**src/rtl/stream_traffic_gen.sv**
```systemverilog
// stream_traffic_gen: configurable AXI-Stream traffic source.
// A 64-bit cfg word sets the run length, packet length and inter-beat gap.
// The block emits the run and then returns {stall_cnt, beats_sent} on the
// done stream.
module stream_traffic_gen #(
    parameter int DATA_WIDTH = 512
) (
    input  logic                    ap_clk,
    input  logic                    ap_rst_n,

    output logic [DATA_WIDTH-1:0]   m_axis_out_tdata,
    output logic                    m_axis_out_tvalid,
    input  logic                    m_axis_out_tready,
    output logic [DATA_WIDTH/8-1:0] m_axis_out_tkeep,
    output logic                    m_axis_out_tlast,

    input  logic [63:0]             cfg_TDATA,
    input  logic                    cfg_TVALID,
    output logic                    cfg_TREADY,

    output logic [63:0]             done_TDATA,
    output logic                    done_TVALID,
    input  logic                    done_TREADY
);

    localparam int WORDS = DATA_WIDTH / 32;

    typedef enum logic [1:0] {
        IDLE,
        SEND,
        GAP,
        REPORT
    } state_t;

    state_t                  state;

    // Latched run configuration
    logic [31:0]             num_beats;
    logic [15:0]             pkt_len;      // already forced to >= 1
    logic [15:0]             gap_len;

    // Run counters
    logic [31:0]             beat_idx;
    logic [31:0]             pkt_cnt;
    logic [31:0]             stall_cnt;
    logic [15:0]             gap_cnt;

    // Registered outputs
    logic [DATA_WIDTH-1:0]   tdata_r;
    logic                    tvalid_r;
    logic                    tlast_r;
    logic                    cfg_tready_r;
    logic [63:0]             done_data_r;
    logic                    done_valid_r;

    // Decoded fields of the incoming cfg word
    logic [31:0]             cfg_num_beats;
    logic [15:0]             cfg_pkt_len;
    logic [15:0]             cfg_gap;

    // Position of the beat that follows the current one
    logic [31:0]             next_idx;
    logic [31:0]             next_pkt;
    logic                    last_beat;

    // A beat closes its packet at the packet boundary or at the end of the run.
    function automatic logic beat_is_last(input logic [31:0] idx,
                                          input logic [31:0] pkt,
                                          input logic [31:0] nb,
                                          input logic [15:0] pl);
        return (pkt == ({16'd0, pl} - 32'd1)) || (idx == (nb - 32'd1));
    endfunction

    // Payload is the beat index repeated across every 32-bit lane.
    function automatic logic [DATA_WIDTH-1:0] payload(input logic [31:0] idx);
        return {WORDS{idx}};
    endfunction

    // Decode cfg fields and compute the advance of the beat/packet counters.
    always_comb begin
        // NOTE: every signal driven here gets a default first so no latch can be inferred.
        cfg_num_beats = cfg_TDATA[31:0];
        cfg_pkt_len   = (cfg_TDATA[47:32] == 16'd0) ? 16'd1 : cfg_TDATA[47:32];
        cfg_gap       = cfg_TDATA[63:48];
        next_idx      = beat_idx + 32'd1;
        next_pkt      = tlast_r ? 32'd0 : (pkt_cnt + 32'd1);
        last_beat     = (beat_idx == (num_beats - 32'd1));
    end

    // Main FSM: configuration, beat generation, gaps and the completion report.
    always_ff @(posedge ap_clk or negedge ap_rst_n) begin
        if (!ap_rst_n) begin
            // NOTE: sequential state uses non-blocking assignments so every flop samples pre-edge values.
            state        <= IDLE;
            num_beats    <= '0;
            pkt_len      <= '0;
            gap_len      <= '0;
            beat_idx     <= '0;
            pkt_cnt      <= '0;
            stall_cnt    <= '0;
            gap_cnt      <= '0;
            tdata_r      <= '0;
            tvalid_r     <= 1'b0;
            tlast_r      <= 1'b0;
            cfg_tready_r <= 1'b1;
            done_data_r  <= '0;
            done_valid_r <= 1'b0;
        end else begin
            case (state)
                IDLE: begin
                    if (cfg_TVALID && cfg_tready_r) begin
                        num_beats    <= cfg_num_beats;
                        pkt_len      <= cfg_pkt_len;
                        gap_len      <= cfg_gap;
                        beat_idx     <= '0;
                        pkt_cnt      <= '0;
                        stall_cnt    <= '0;
                        cfg_tready_r <= 1'b0;
                        if (cfg_num_beats == 32'd0) begin
                            state        <= REPORT;
                            done_valid_r <= 1'b1;
                            done_data_r  <= 64'd0;
                        end else begin
                            state    <= SEND;
                            tvalid_r <= 1'b1;
                            tdata_r  <= payload(32'd0);
                            tlast_r  <= beat_is_last(32'd0, 32'd0, cfg_num_beats, cfg_pkt_len);
                        end
                    end
                end

                SEND: begin
                    if (m_axis_out_tready) begin
                        beat_idx <= next_idx;
                        pkt_cnt  <= next_pkt;
                        if (last_beat) begin
                            state        <= REPORT;
                            tvalid_r     <= 1'b0;
                            tlast_r      <= 1'b0;
                            done_valid_r <= 1'b1;
                            done_data_r  <= {stall_cnt, next_idx};
                        end else if (gap_len == 16'd0) begin
                            tdata_r <= payload(next_idx);
                            tlast_r <= beat_is_last(next_idx, next_pkt, num_beats, pkt_len);
                        end else begin
                            state    <= GAP;
                            tvalid_r <= 1'b0;
                            tlast_r  <= 1'b0;
                            gap_cnt  <= gap_len;
                        end
                    end else if (stall_cnt != 32'hFFFF_FFFF) begin
                        // Beat is held stable; count the back-pressure cycle.
                        stall_cnt <= stall_cnt + 32'd1;
                    end
                end

                GAP: begin
                    // gap_cnt counts the idle cycles still to show, including this one.
                    if (gap_cnt == 16'd1) begin
                        state    <= SEND;
                        tvalid_r <= 1'b1;
                        tdata_r  <= payload(beat_idx);
                        tlast_r  <= beat_is_last(beat_idx, pkt_cnt, num_beats, pkt_len);
                    end else begin
                        gap_cnt <= gap_cnt - 16'd1;
                    end
                end

                REPORT: begin
                    if (done_TREADY) begin
                        state        <= IDLE;
                        done_valid_r <= 1'b0;
                        cfg_tready_r <= 1'b1;
                    end
                end

                default: begin
                    state <= IDLE;
                end
            endcase
        end
    end

    assign m_axis_out_tdata  = tdata_r;
    assign m_axis_out_tvalid = tvalid_r;
    assign m_axis_out_tlast  = tlast_r;
    assign m_axis_out_tkeep  = '1;
    assign cfg_TREADY        = cfg_tready_r;
    assign done_TDATA        = done_data_r;
    assign done_TVALID       = done_valid_r;

endmodule

```
**config.mk**
```make
export PLATFORM = sky130hd
export DESIGN_NAME = stream_traffic_gen
export DESIGN_NICKNAME = d
export VERILOG_FILES = /design/src/rtl/stream_traffic_gen.sv
export SDC_FILE = /design/constraint.sdc
export NUM_CORES = 1
export LEC_CHECK = 0
export CAP_MARGIN = 15
export CORE_AREA = 3 3 276 278
export DETAILED_ROUTE_END_ITERATION = 12
export DIE_AREA = 0 0 279 281
export PLACE_DENSITY_LB_ADDON = 0.1
export SYNTH_ARGS = -nofsm -noshare
export SYNTH_HDL_FRONTEND = slang
export SYNTH_SLANG_ARGS = --single-unit
```
**constraint.sdc**
```tcl
create_clock -name ap_clk -period 7.9 [get_ports ap_clk]
set_clock_uncertainty 0.05 [all_clocks]
set_input_delay 2.37 -clock ap_clk [delete_from_list [all_inputs] [get_ports ap_clk]]
set_output_delay 2.37 -clock ap_clk [all_outputs]
set_load 0.02 [all_outputs]
```
==> results.json, run 1 <==
{
  "status": "finished, final reports clean",
  "cts-resized-gates": 0,
  "path_clk_slew_ns": 0.06,
  "max-clock-path-buffers": 3,
  "grt_first_pass_wirelength_microns": 105000,
  "pin_count_of_the_biggest_net_entering_global_routing": 148,
  "tritoncts_num_sinks": 278,
  "timing.final.setup_violations": 0,
  "synth.area.top_cells": "sky130_fd_sc_hd__dfrtp_1, sky130_fd_sc_hd__buf_4, sky130_fd_sc_hd__xnor2_1",
  "grt.overflow.total": 0,
  "timing_hold_violations_final": 0,
  "worst_setup_path_start_kind": "flop",
  "die_h_microns": 281,
  "async_flop_share_pct": 100,
  "fin_hold_ws_ns": 0.433,
  "worst_hold_check_path_type": "flop to flop",
  "ys_seq_area_share_pct": 33.4,
  "instances_no_fill": 3499,
  "ioPinCount": 713,
  "crit_start": "num_beats[8]$_DFFE_PN0P_",
  "drt_iter0_markers": 1184,
  "yosys_register_bits": 278,
  "setup.worst_path.class": "flop to flop",
  "synth.top_cell.area_share_pct": 33.3,
  "synth_area_sq_um": 20800,
  "chipWidth_microns": 279,
  "firstDrtPassIters": 5,
  "placement_rows": 100,
  "power_leakage_nw": 10.2,
  "worstReg2RegStart": "num_beats[8]$_DFFE_PN0P_",
  "fmax_ghz": 0.186,
  "timing.final.max_slew_violations": 0,
  "drt.antenna.violating_nets": 0,
  "viasPerCell": 4.82,
  "worst_path_most_repeated_cell": "sky130_fd_sc_hd__nor4_1",
  "wl_per_cell_microns": 20.4,
  "place_inst": 3438,
  "worst-path-stages": 10,
  "worst-endpoint-required_ns": 8.32,
  "synth_cells": 2422,
  "drc": 0,
  "tightest_slew_ns": 1.17,
  "netlist-cell-type-count": 77,
  "vdd_drop_max_mv": 0.131,
  "worst_path_dominant_cell_family": "simple AND/OR/NAND/NOR gates",
  "synth_ff_type": "sky130_fd_sc_hd__dfrtp_1",
  "grt_setup_unrepaired": "no",
  "fraction_of_final_layout_cells_sized_beyond_drive_strength_1_pct": 6.76,
  "clk_latency_ns": 0.56,
  "htreeDepth": 2,
  "cp_num_buf_inv": 0,
  "reg2reg_depth": 10,
  "dp.final_hpwl_microns": 54300,
  "place.port_buffers": 648,
  "cp-end-kind": "flop",
  "die_area_sq_um": 78400,
  "ys_warn_count": 0,
  "cell_chosen_for_the_clock_root": "sky130_fd_sc_hd__clkbuf_16",
  "max-cap-violations": 0,
  "cp_slowest_stage_delay_ns": 1.03,
  "effective_utilization_at_floorplan_pct": 28.0,
  "path_cells": "nor4_1 > nand3_1 > nor4_1 > nor3b_1 > nor4b_1 > nand4_1 > a2111oi_4 > nor2_2 > nor2_4 > a22o_1",
  "min_period_ns": 5.38,
  "cts_hold_repair.buffers": 0,
  "fin_nets": 2588,
  "place_congestion": 0.858,
  "vias_in_the_first_global_route": 16064,
  "wirelength_microns": 71400,
  "ff2ff_setup_slack_ns": 2.52,
  "holdPathStages": 2,
  "hold_end": "done_TDATA[16]$_DFFE_PN0P_",
  "setup-tns-final_ns": 0,
  "yosysMostFrequentCell": "sky130_fd_sc_hd__buf_4",
  "max_slew_margin_pct": 21.0,
  "crit_arrival_ns": 5.80,
  "post_synth.cell_area_avg_sq_um": 8.59,
  "cp_slowest_cell": "sky130_fd_sc_hd__nor4_1",
  "cts_inserted_buffers": 35,
  "routed-via-count": 16871,
  "synth.top_cells.by_count": "sky130_fd_sc_hd__buf_4, sky130_fd_sc_hd__dfrtp_1, sky130_fd_sc_hd__nand2_1, sky130_fd_sc_hd__xnor2_1, sky130_fd_sc_hd__nor2_1",
  "synth_top_cell_by_area": "sky130_fd_sc_hd__dfrtp_1",
  "floorplan_core_area_sq_um": 74200,
  "regToRegEndpoint": "done_TDATA[61]$_DFFE_PN0P_",
  "grt_usage_pct": 17.2,
  "worst_hold_startpoint": "done_TDATA[16]$_DFFE_PN0P_",
  "synth_edf_count": 0,
  "flow.area_growth_from_synthesis_pct": 22.2,
  "cts_tree": "built",
  "antenna_found_initial": 0,
  "power.density_cell_area_nw_per_um2": 197,
  "fin_crit_sh_pct": 68.1,
  "postCtsSetupBuffers": 0,
  "critPathMaxFanout": 35
}
placed cells by master (no fill, tap or decap), types with 67 or more instances in the layout:
cell type	n
sky130_fd_sc_hd__xnor2_1	119
sky130_fd_sc_hd__clkdlybuf4s50_1	647
sky130_fd_sc_hd__mux2_2	67
sky130_fd_sc_hd__nand2_1	201
sky130_fd_sc_hd__xor2_1	74
sky130_fd_sc_hd__dfrtp_1	277
sky130_fd_sc_hd__nor2_1	114
sky130_fd_sc_hd__o21ai_0	105
sky130_fd_sc_hd__nand3_1	76
flip-flops by register name, indices dropped and copies added (netlist names), 2 cells and up:
name	cells
beat_idx	32
done_TDATA	64
gap_cnt	16
gap_len	16
m_axis_out_tdata	32
num_beats	32
pkt_cnt	32
pkt_len	16
stall_cnt	32
state	2
worst max path at each step:
stage / endpoint / slack (ns)
CTS: done_TDATA[61]$_DFFE_PN0P_ / 2.53
floorplan: m_axis_out_tdata[485]$_DFFE_PN0P_ / 3.68
detailed placement: done_TDATA[57]$_DFFE_PN0P_ / 2.29
finish: done_TDATA[61]$_DFFE_PN0P_ / 2.52
global route: done_TDATA[61]$_DFFE_PN0P_ / 2.30
global placement: done_TDATA[40]$_DFFE_PN0P_ / 2.38
metal layers:
metal	wire length, microns	up-vias	GRT usage, %
met2	34800	582	29.6
met4	1750	0	4.77
li1	-	7946	-
met3	3840	79	2.51
met5	0	-	0
met1	31000	8264	22.6
power breakdown:
part | internal [W] | switching, W
sequential | 0.00149 | 0.000233
combinational | 0.000769 | 0.000930
clock | 0.000934 | 0.000666
total | 0.00319 | 0.00183
cell type report:
type	instances	area [sq um]
fillers	7602	48800
multi-input cells	1461	9260
flip-flops and latches	278	6960
repair buffers	666	6640
well taps	969	1210
clock buffers	48	975
inverters	64	240
clock inverters	11	143
diodes	2	5.00
per-stage QoR:
stage / cell area, sq um / util (%) / setup WS (ns) / total power, W
floorplan: 21000 / - / 3.68 / 0.00298
global placement: 24300 / 32.8 / 2.38 / 0.00347
detailed placement: 24300 / 32.8 / 2.29 / 0.00347
CTS: 25400 / 34.3 / 2.53 / 0.00511
global route: 25400 / 34.3 / 2.30 / 0.00525
finish: 25400 / 34.3 / 2.52 / 0.00502
logic make-up (layout without fill, tap and decap cells):
kind of cell             after synthesis  in the layout  synth area share, %
AO/OA/AOI/OAI                        405            405                 12.4
XOR/XNOR                             196            196                 8.45
adder cells (fa/ha/maj)               13             13                0.782
buffers and inverters                746            789                 23.3
flip-flops                           278            278                 33.4
multiplexers                          72             72                 3.87
other                                  1             66               0.0180
AND/OR/NAND/NOR                      711            711                 17.7
tightest hold or removal path: cells and delay by family, from the launching register on:
kind / cells / cell delay (ns)
flip-flops: 1 / 0.34
AO/OA/AOI/OAI: 1 / 0.06
AND/OR/NAND/NOR: 1 / 0.05
Power figures use the tool's default switching activity.
==> run 2, diff against run 1 <==
CORE_AREA = 3 3 279 281   (was 3 3 276 278)
DIE_AREA = 0 0 282 284   (was 0 0 279 281)
clock period = 5.4 ns   (was 7.9 ns; I/O delays follow)
==> results.json, run 2 (same netlist as run 1, synthesis figures left out) <==
{
  "status": "finished, final reports clean",
  "vias_in_the_first_global_route": 16302,
  "clk_latency_ns": 0.55,
  "cp_slowest_cell": "sky130_fd_sc_hd__or4_4",
  "firstDrtPassIters": 6,
  "final_cell_mix": "sky130_fd_sc_hd__clkdlybuf4s50_1, sky130_fd_sc_hd__dfrtp_1, sky130_fd_sc_hd__nand2_1",
  "reg2reg_depth": 11,
  "antenna_found_initial": 0,
  "post-route-util_pct": 34.0,
  "worstReg2RegStart": "num_beats[22]$_DFFE_PN0P_",
  "floorplan_core_area_sq_um": 75700,
  "power.share.sequential_pct": 33.7,
  "power.density_cell_area_nw_per_um2": 291,
  "post_placement_setup_slack_ns": 0.569,
  "path_cells": "or4_4 > or3_1 > or4_1 > a221oi_1 > and4bb_1 > nand4_1 > a2111oi_4 > buf_4 > o211ai_4 > buf_4 > a22o_1",
  "instances_no_fill": 3532,
  "tightest_slew_ns": 0.935,
  "cts_inserted_buffers": 36,
  "setup.worst_path.class": "flop to flop",
  "setup-tns-final_ns": 0,
  "cp_slowest_stage_delay_ns": 0.65,
  "tritoncts_num_sinks": 278,
  "power.share.clock_pct": 33.0,
  "critical_path.endpoint": "done_TDATA[42]$_DFFE_PN0P_",
  "fin_crit_sh_pct": 83.8,
  "grt.overflow.total": 0,
  "power_leakage_nw": 10.4,
  "viasPerCell": 4.79,
  "timing.final.setup_violations": 0,
  "ioPinCount": 713,
  "chipWidth_microns": 282,
  "p_switching_w": 0.00267,
  "grt_setup_unrepaired": "no",
  "grt_usage_pct": 17.3,
  "power_w": 0.00748,
  "drt.antenna.violating_nets": 0,
  "crit_arrival_ns": 4.91,
  "htreeDepth": 2,
  "wl_per_cell_microns": 20.5,
  "worst-path-stages": 11,
  "worst_hold_check_path_type": "flop to flop",
  "die_area_sq_um": 80100,
  "fmax_ghz": 0.221,
  "fin_nets": 2610,
  "place_congestion": 0.878,
  "worst_path_dominant_cell_family": "simple AND/OR/NAND/NOR gates",
  "grt_first_pass_wirelength_microns": 108000,
  "regToRegEndpoint": "done_TDATA[42]$_DFFE_PN0P_",
  "dp.final_hpwl_microns": 55600,
  "cp-end-kind": "flop",
  "sw_frac_of_total_pct": 35.6,
  "drc": 0,
  "placement_rows": 101,
  "timing_hold_violations_final": 0,
  "routed-via-count": 16908,
  "flow.area_growth_from_synthesis_pct": 23.6,
  "mostFrequentLayoutCell": "sky130_fd_sc_hd__clkdlybuf4s50_1",
  "wirelength_microns": 72400,
  "setup_ws_ns": 0.872,
  "comb_power_share_pct": 33.4,
  "path_clk_slew_ns": 0.06,
  "crit_start": "num_beats[22]$_DFFE_PN0P_",
  "drt_iter0_markers": 1056,
  "max_slew_margin_pct": 37.1,
  "cell_chosen_for_the_clock_root": "sky130_fd_sc_hd__clkbuf_16",
  "ff2ff_setup_slack_ns": 0.87,
  "cp_num_buf_inv": 2,
  "cts-resized-gates": 0,
  "postCtsSetupBuffers": 0,
  "cts_hold_repair.buffers": 0,
  "pin_count_of_the_biggest_net_entering_global_routing": 109,
  "die_h_microns": 284,
  "max-cap-violations": 0,
  "max-clock-path-buffers": 3,
  "cts_tree": "built",
  "worst_hold_startpoint": "done_TDATA[23]$_DFFE_PN0P_",
  "worst-endpoint-required_ns": 5.79,
  "min_period_ns": 4.53,
  "vdd_drop_max_mv": 0.179,
  "p_int_w": 0.00482,
  "worst_setup_path_start_kind": "flop",
  "number_of_flip_flops_in_the_largest_register": 64,
  "place.port_buffers": 648,
  "fraction_of_final_layout_cells_sized_beyond_drive_strength_1_pct": 7.79,
  "critPathMaxFanout": 70,
  "effective_utilization_at_floorplan_pct": 27.5,
  "place_inst": 3468,
  "worst_path_most_repeated_cell": "sky130_fd_sc_hd__buf_4",
  "timing.final.max_slew_violations": 0
}
==> run 2: cell count changes in the layout (fill, tap and decap cells not counted), moves of 3 or more <==
cell / before / now
sky130_fd_sc_hd__buf_4: 17 / 37
sky130_fd_sc_hd__clkbuf_8: 5 / 9
sky130_fd_sc_hd__clkinvlp_4: 0 / 4
sky130_fd_sc_hd__clkbuf_1: 8 / 5
sky130_fd_sc_hd__clkbuf_16: 35 / 38
sky130_fd_sc_hd__clkinv_2: 6 / 3
==> run 2: power groups by stage <==
stage	registers [W]	clock network [W]	logic, W
after floorplan	0.00243	0	0.00193
final	0.00252	0.00247	0.00250
after global placement	0.00255	0	0.00255
after detailed placement	0.00257	0	0.00253
after CTS	0.00253	0.00256	0.00254
after global routing	0.00256	0.00263	0.00263
==> run 2: tightest hold or removal path, cell delays in order, from the launching register on <==
cell	delay [ns]
sky130_fd_sc_hd__dfrtp_1	0.34
sky130_fd_sc_hd__nand2_1	0.05
sky130_fd_sc_hd__o21ai_1	0.06
==> run 2: final cells by class <==
cell class | instances | area [sq um]
antenna | 1 | 2.50
inverter | 64 | 240
timing repair buffer | 687 | 6810
tap | 978 | 1220
multi-input combinational | 1461 | 9260
clock inverter | 11 | 130
sequential | 278 | 6960
clock buffer | 52 | 1090
fill | 7715 | 50000
==> run 2: per-layer routing <==
metal	track usage, %	part of all wire (%)
met1	22.6	44
met2	30.5	50
met3	1.71	4.5
met4	3.98	1.7
met5	0	0
==> run 2: worst min path at each step <==
stage,endpoint,slack [ns],cells after the start
after global placement,done_TDATA[19]$_DFFE_PN0P_,0.42,2
after detailed placement,done_TDATA[30]$_DFFE_PN0P_,0.43,2
final,done_TDATA[23]$_DFFE_PN0P_,0.43,2
after floorplan,gap_cnt[7]$_DFFE_PN0P_,0.40,1
after CTS,done_TDATA[30]$_DFFE_PN0P_,0.44,2
after global routing,gap_cnt[15]$_DFFE_PN0P_,0.45,1
==> run 2: through the flow <==
stage	hold WS (ns)	area, sq um
finish	0.431	25700
global placement	0.417	24500
CTS	0.438	25700
detailed placement	0.426	24500
floorplan	0.401	21000
global route	0.454	25700
==> run 3, diff against run 2 <==
clock period = 4.63 ns   (was 5.4 ns; I/O delays follow)
==> results.json, run 3 (same netlist as run 1, synthesis figures left out) <==
{
  "chipWidth_microns": 282,
  "clk_latency_ns": 0.56,
  "min_period_ns": 4.18,
  "ff2ff_setup_slack_ns": 0.45,
  "max-cap-violations": 0,
  "antenna_found_initial": 1,
  "use_met3_pct": 2.18,
  "status": "finished, final reports clean",
  "worst-endpoint-required_ns": 5.06,
  "power.density_cell_area_nw_per_um2": 331,
  "wirelength_microns": 73000,
  "worst_path_most_repeated_cell": "sky130_fd_sc_hd__nor4_1",
  "sw_frac_of_total_pct": 36.3,
  "max_slew_margin_pct": 37.7,
  "fin_hold_ws_ns": 0.434,
  "p_switching_w": 0.00312,
  "die_h_microns": 284,
  "fin_crit_sh_pct": 90.2,
  "power.share.sequential_pct": 34.1,
  "dp.final_hpwl_microns": 56600,
  "die_area_sq_um": 80100,
  "vias_in_the_first_global_route": 16568,
  "drt_iter0_markers": 1009,
  "cts-resized-gates": 0,
  "place_inst": 3507,
  "instances_no_fill": 3571,
  "area.sequential_sq_um": 6960,
  "power_leakage_nw": 10.6,
  "power_w": 0.00859,
  "wl_per_cell_microns": 20.4,
  "fraction_of_final_layout_cells_sized_beyond_drive_strength_1_pct": 8.99,
  "drc": 0,
  "timing.final.max_slew_violations": 0,
  "power.share.clock_pct": 31.6,
  "cell_chosen_for_the_clock_root": "sky130_fd_sc_hd__clkbuf_16",
  "worst_setup_path_start_kind": "flop",
  "fin_nets": 2648,
  "multiInputGateArea_sq_um": 9260,
  "effective_utilization_at_floorplan_pct": 27.5,
  "drt.antenna.violating_nets": 0,
  "gr-usage-met2_pct": 31.2,
  "vdd_drop_max_mv": 0.206,
  "final_cell_mix": "sky130_fd_sc_hd__clkdlybuf4s50_1, sky130_fd_sc_hd__dfrtp_1, sky130_fd_sc_hd__nand2_1",
  "place_congestion": 0.911,
  "tightest_slew_ns": 0.935,
  "p_int_w": 0.00547,
  "placement_rows": 101,
  "max-clock-path-buffers": 3,
  "cp_num_buf_inv": 2,
  "number_of_flip_flops_in_the_largest_register": 64,
  "timing_hold_violations_final": 0,
  "critPathMaxFanout": 7,
  "grt_usage_pct": 17.5,
  "cp-end-kind": "flop",
  "n_fill_cell": 7668,
  "floorplan_core_area_sq_um": 75700,
  "htreeDepth": 2,
  "place.port_buffers": 648,
  "cp_slowest_cell": "sky130_fd_sc_hd__or4b_2",
  "comb_power_share_pct": 34.2,
  "grt_first_pass_wirelength_microns": 109000,
  "ioPinCount": 713,
  "grt_busiest_layer": "met2",
  "postCtsSetupBuffers": 0,
  "flow.area_growth_from_synthesis_pct": 24.7,
  "cts_inserted_buffers": 35,
  "cts_hold_repair.buffers": 0,
  "fmax_ghz": 0.239,
  "met1_usage_pct": 22.5,
  "worst_hold_check_path_type": "flop to flop",
  "timing.final.setup_violations": 0,
  "grt.overflow.total": 0,
  "routed-via-count": 17041,
  "setup-tns-final_ns": 0,
  "path_clk_slew_ns": 0.06,
  "post-route-util_pct": 34.3,
  "cts_tree": "built",
  "viasPerCell": 4.77,
  "mostFrequentLayoutCell": "sky130_fd_sc_hd__clkdlybuf4s50_1",
  "cp_slowest_stage_delay_ns": 0.65,
  "grt_setup_unrepaired": "no",
  "setup.worst_path.class": "flop to flop",
  "path_cells": "inv_1 > ha_1 > or4b_2 > or2_2 > or4_1 > nor2_1 > a41oi_1 > nor4_1 > nand4_1 > nor4_1 > buf_4 > nor3b_1 > a31oi_1",
  "firstDrtPassIters": 5,
  "tritoncts_num_sinks": 278,
  "crit_arrival_ns": 4.60,
  "worst_path_dominant_cell_family": "simple AND/OR/NAND/NOR gates",
  "pin_count_of_the_biggest_net_entering_global_routing": 78
}
## run 3: cell types whose count changed in the layout (fill, tap and decap cells not counted), sizes merged
cell | previous run | this run
buf | 40 | 79
bufinv | 2 | 1
clkinv | 5 | 7
clkinvlp | 4 | 2
inv | 64 | 65
## run 3: cell type report
| class | count | share of cell area, % |
|---|---|---|
| Multi-Input combinational cell | 1461 | 35.7 |
| Tap cell | 978 | 4.71 |
| Sequential cell | 278 | 26.8 |
| Inverter | 64 | 0.925 |
| Clock inverter | 11 | 0.386 |
| Clock buffer | 52 | 3.93 |
| Antenna cell | 1 | 0.00964 |
| Timing Repair Buffer | 726 | 27.5 |
## run 3: worst paths after layout
kind | start | to | cells after the start
max | pkt_len[0]$_DFFE_PN0P_ | m_axis_out_tlast$_DFFE_PN0P_ | 13
min | gap_cnt[7]$_DFFE_PN0P_ | gap_cnt[7]$_DFFE_PN0P_ | 1
max reg2reg | pkt_len[0]$_DFFE_PN0P_ | m_axis_out_tlast$_DFFE_PN0P_ | 13
min reg2reg | gap_cnt[7]$_DFFE_PN0P_ | gap_cnt[7]$_DFFE_PN0P_ | 1
max in group asynchronous | ap_rst_n | m_axis_out_tdata[483]$_DFFE_PN0P_ | 2
min in group asynchronous | ap_rst_n | done_TDATA[42]$_DFFE_PN0P_ | 1
## run 3: worst reg2reg max path, stage by stage, from the launching register on
cell and delay, ns:
sky130_fd_sc_hd__dfrtp_1 0.43, sky130_fd_sc_hd__inv_1 0.13, sky130_fd_sc_hd__ha_1 0.22, sky130_fd_sc_hd__or4b_2 0.65, sky130_fd_sc_hd__or2_2 0.36, sky130_fd_sc_hd__or4_1 0.65
sky130_fd_sc_hd__nor2_1 0.15, sky130_fd_sc_hd__a41oi_1 0.18, sky130_fd_sc_hd__nor4_1 0.32, sky130_fd_sc_hd__nand4_1 0.15, sky130_fd_sc_hd__nor4_1 0.45, sky130_fd_sc_hd__buf_4 0.21
sky130_fd_sc_hd__nor3b_1 0.04, sky130_fd_sc_hd__a31oi_1 0.13
## run 3: layer usage
metal,routed length (microns),share of wire (%)
met3,3700,5.1
met2,36600,50
met1,31300,43
met4,1370,1.9
met5,13,0.018
## run 3: power by group through the flow
stage,Sequential [W],Combinational (W),Clock (W)
after CTS,0.00294,0.00298,0.00282
after floorplan,0.00283,0.00225,0
after global placement,0.00296,0.00299,0
after detailed placement,0.00298,0.00298,0
final,0.00293,0.00294,0.00272
after global routing,0.00298,0.00310,0.00291
## run 3: per-stage QoR
step / cell area (sq um) / worst slack (ns)
final: 26000 / 0.454
after global placement: 24800 / 0.339
after floorplan: 21000 / 0.872
after CTS: 26000 / 0.332
after global routing: 26000 / 0.0594
after detailed placement: 24800 / 0.348
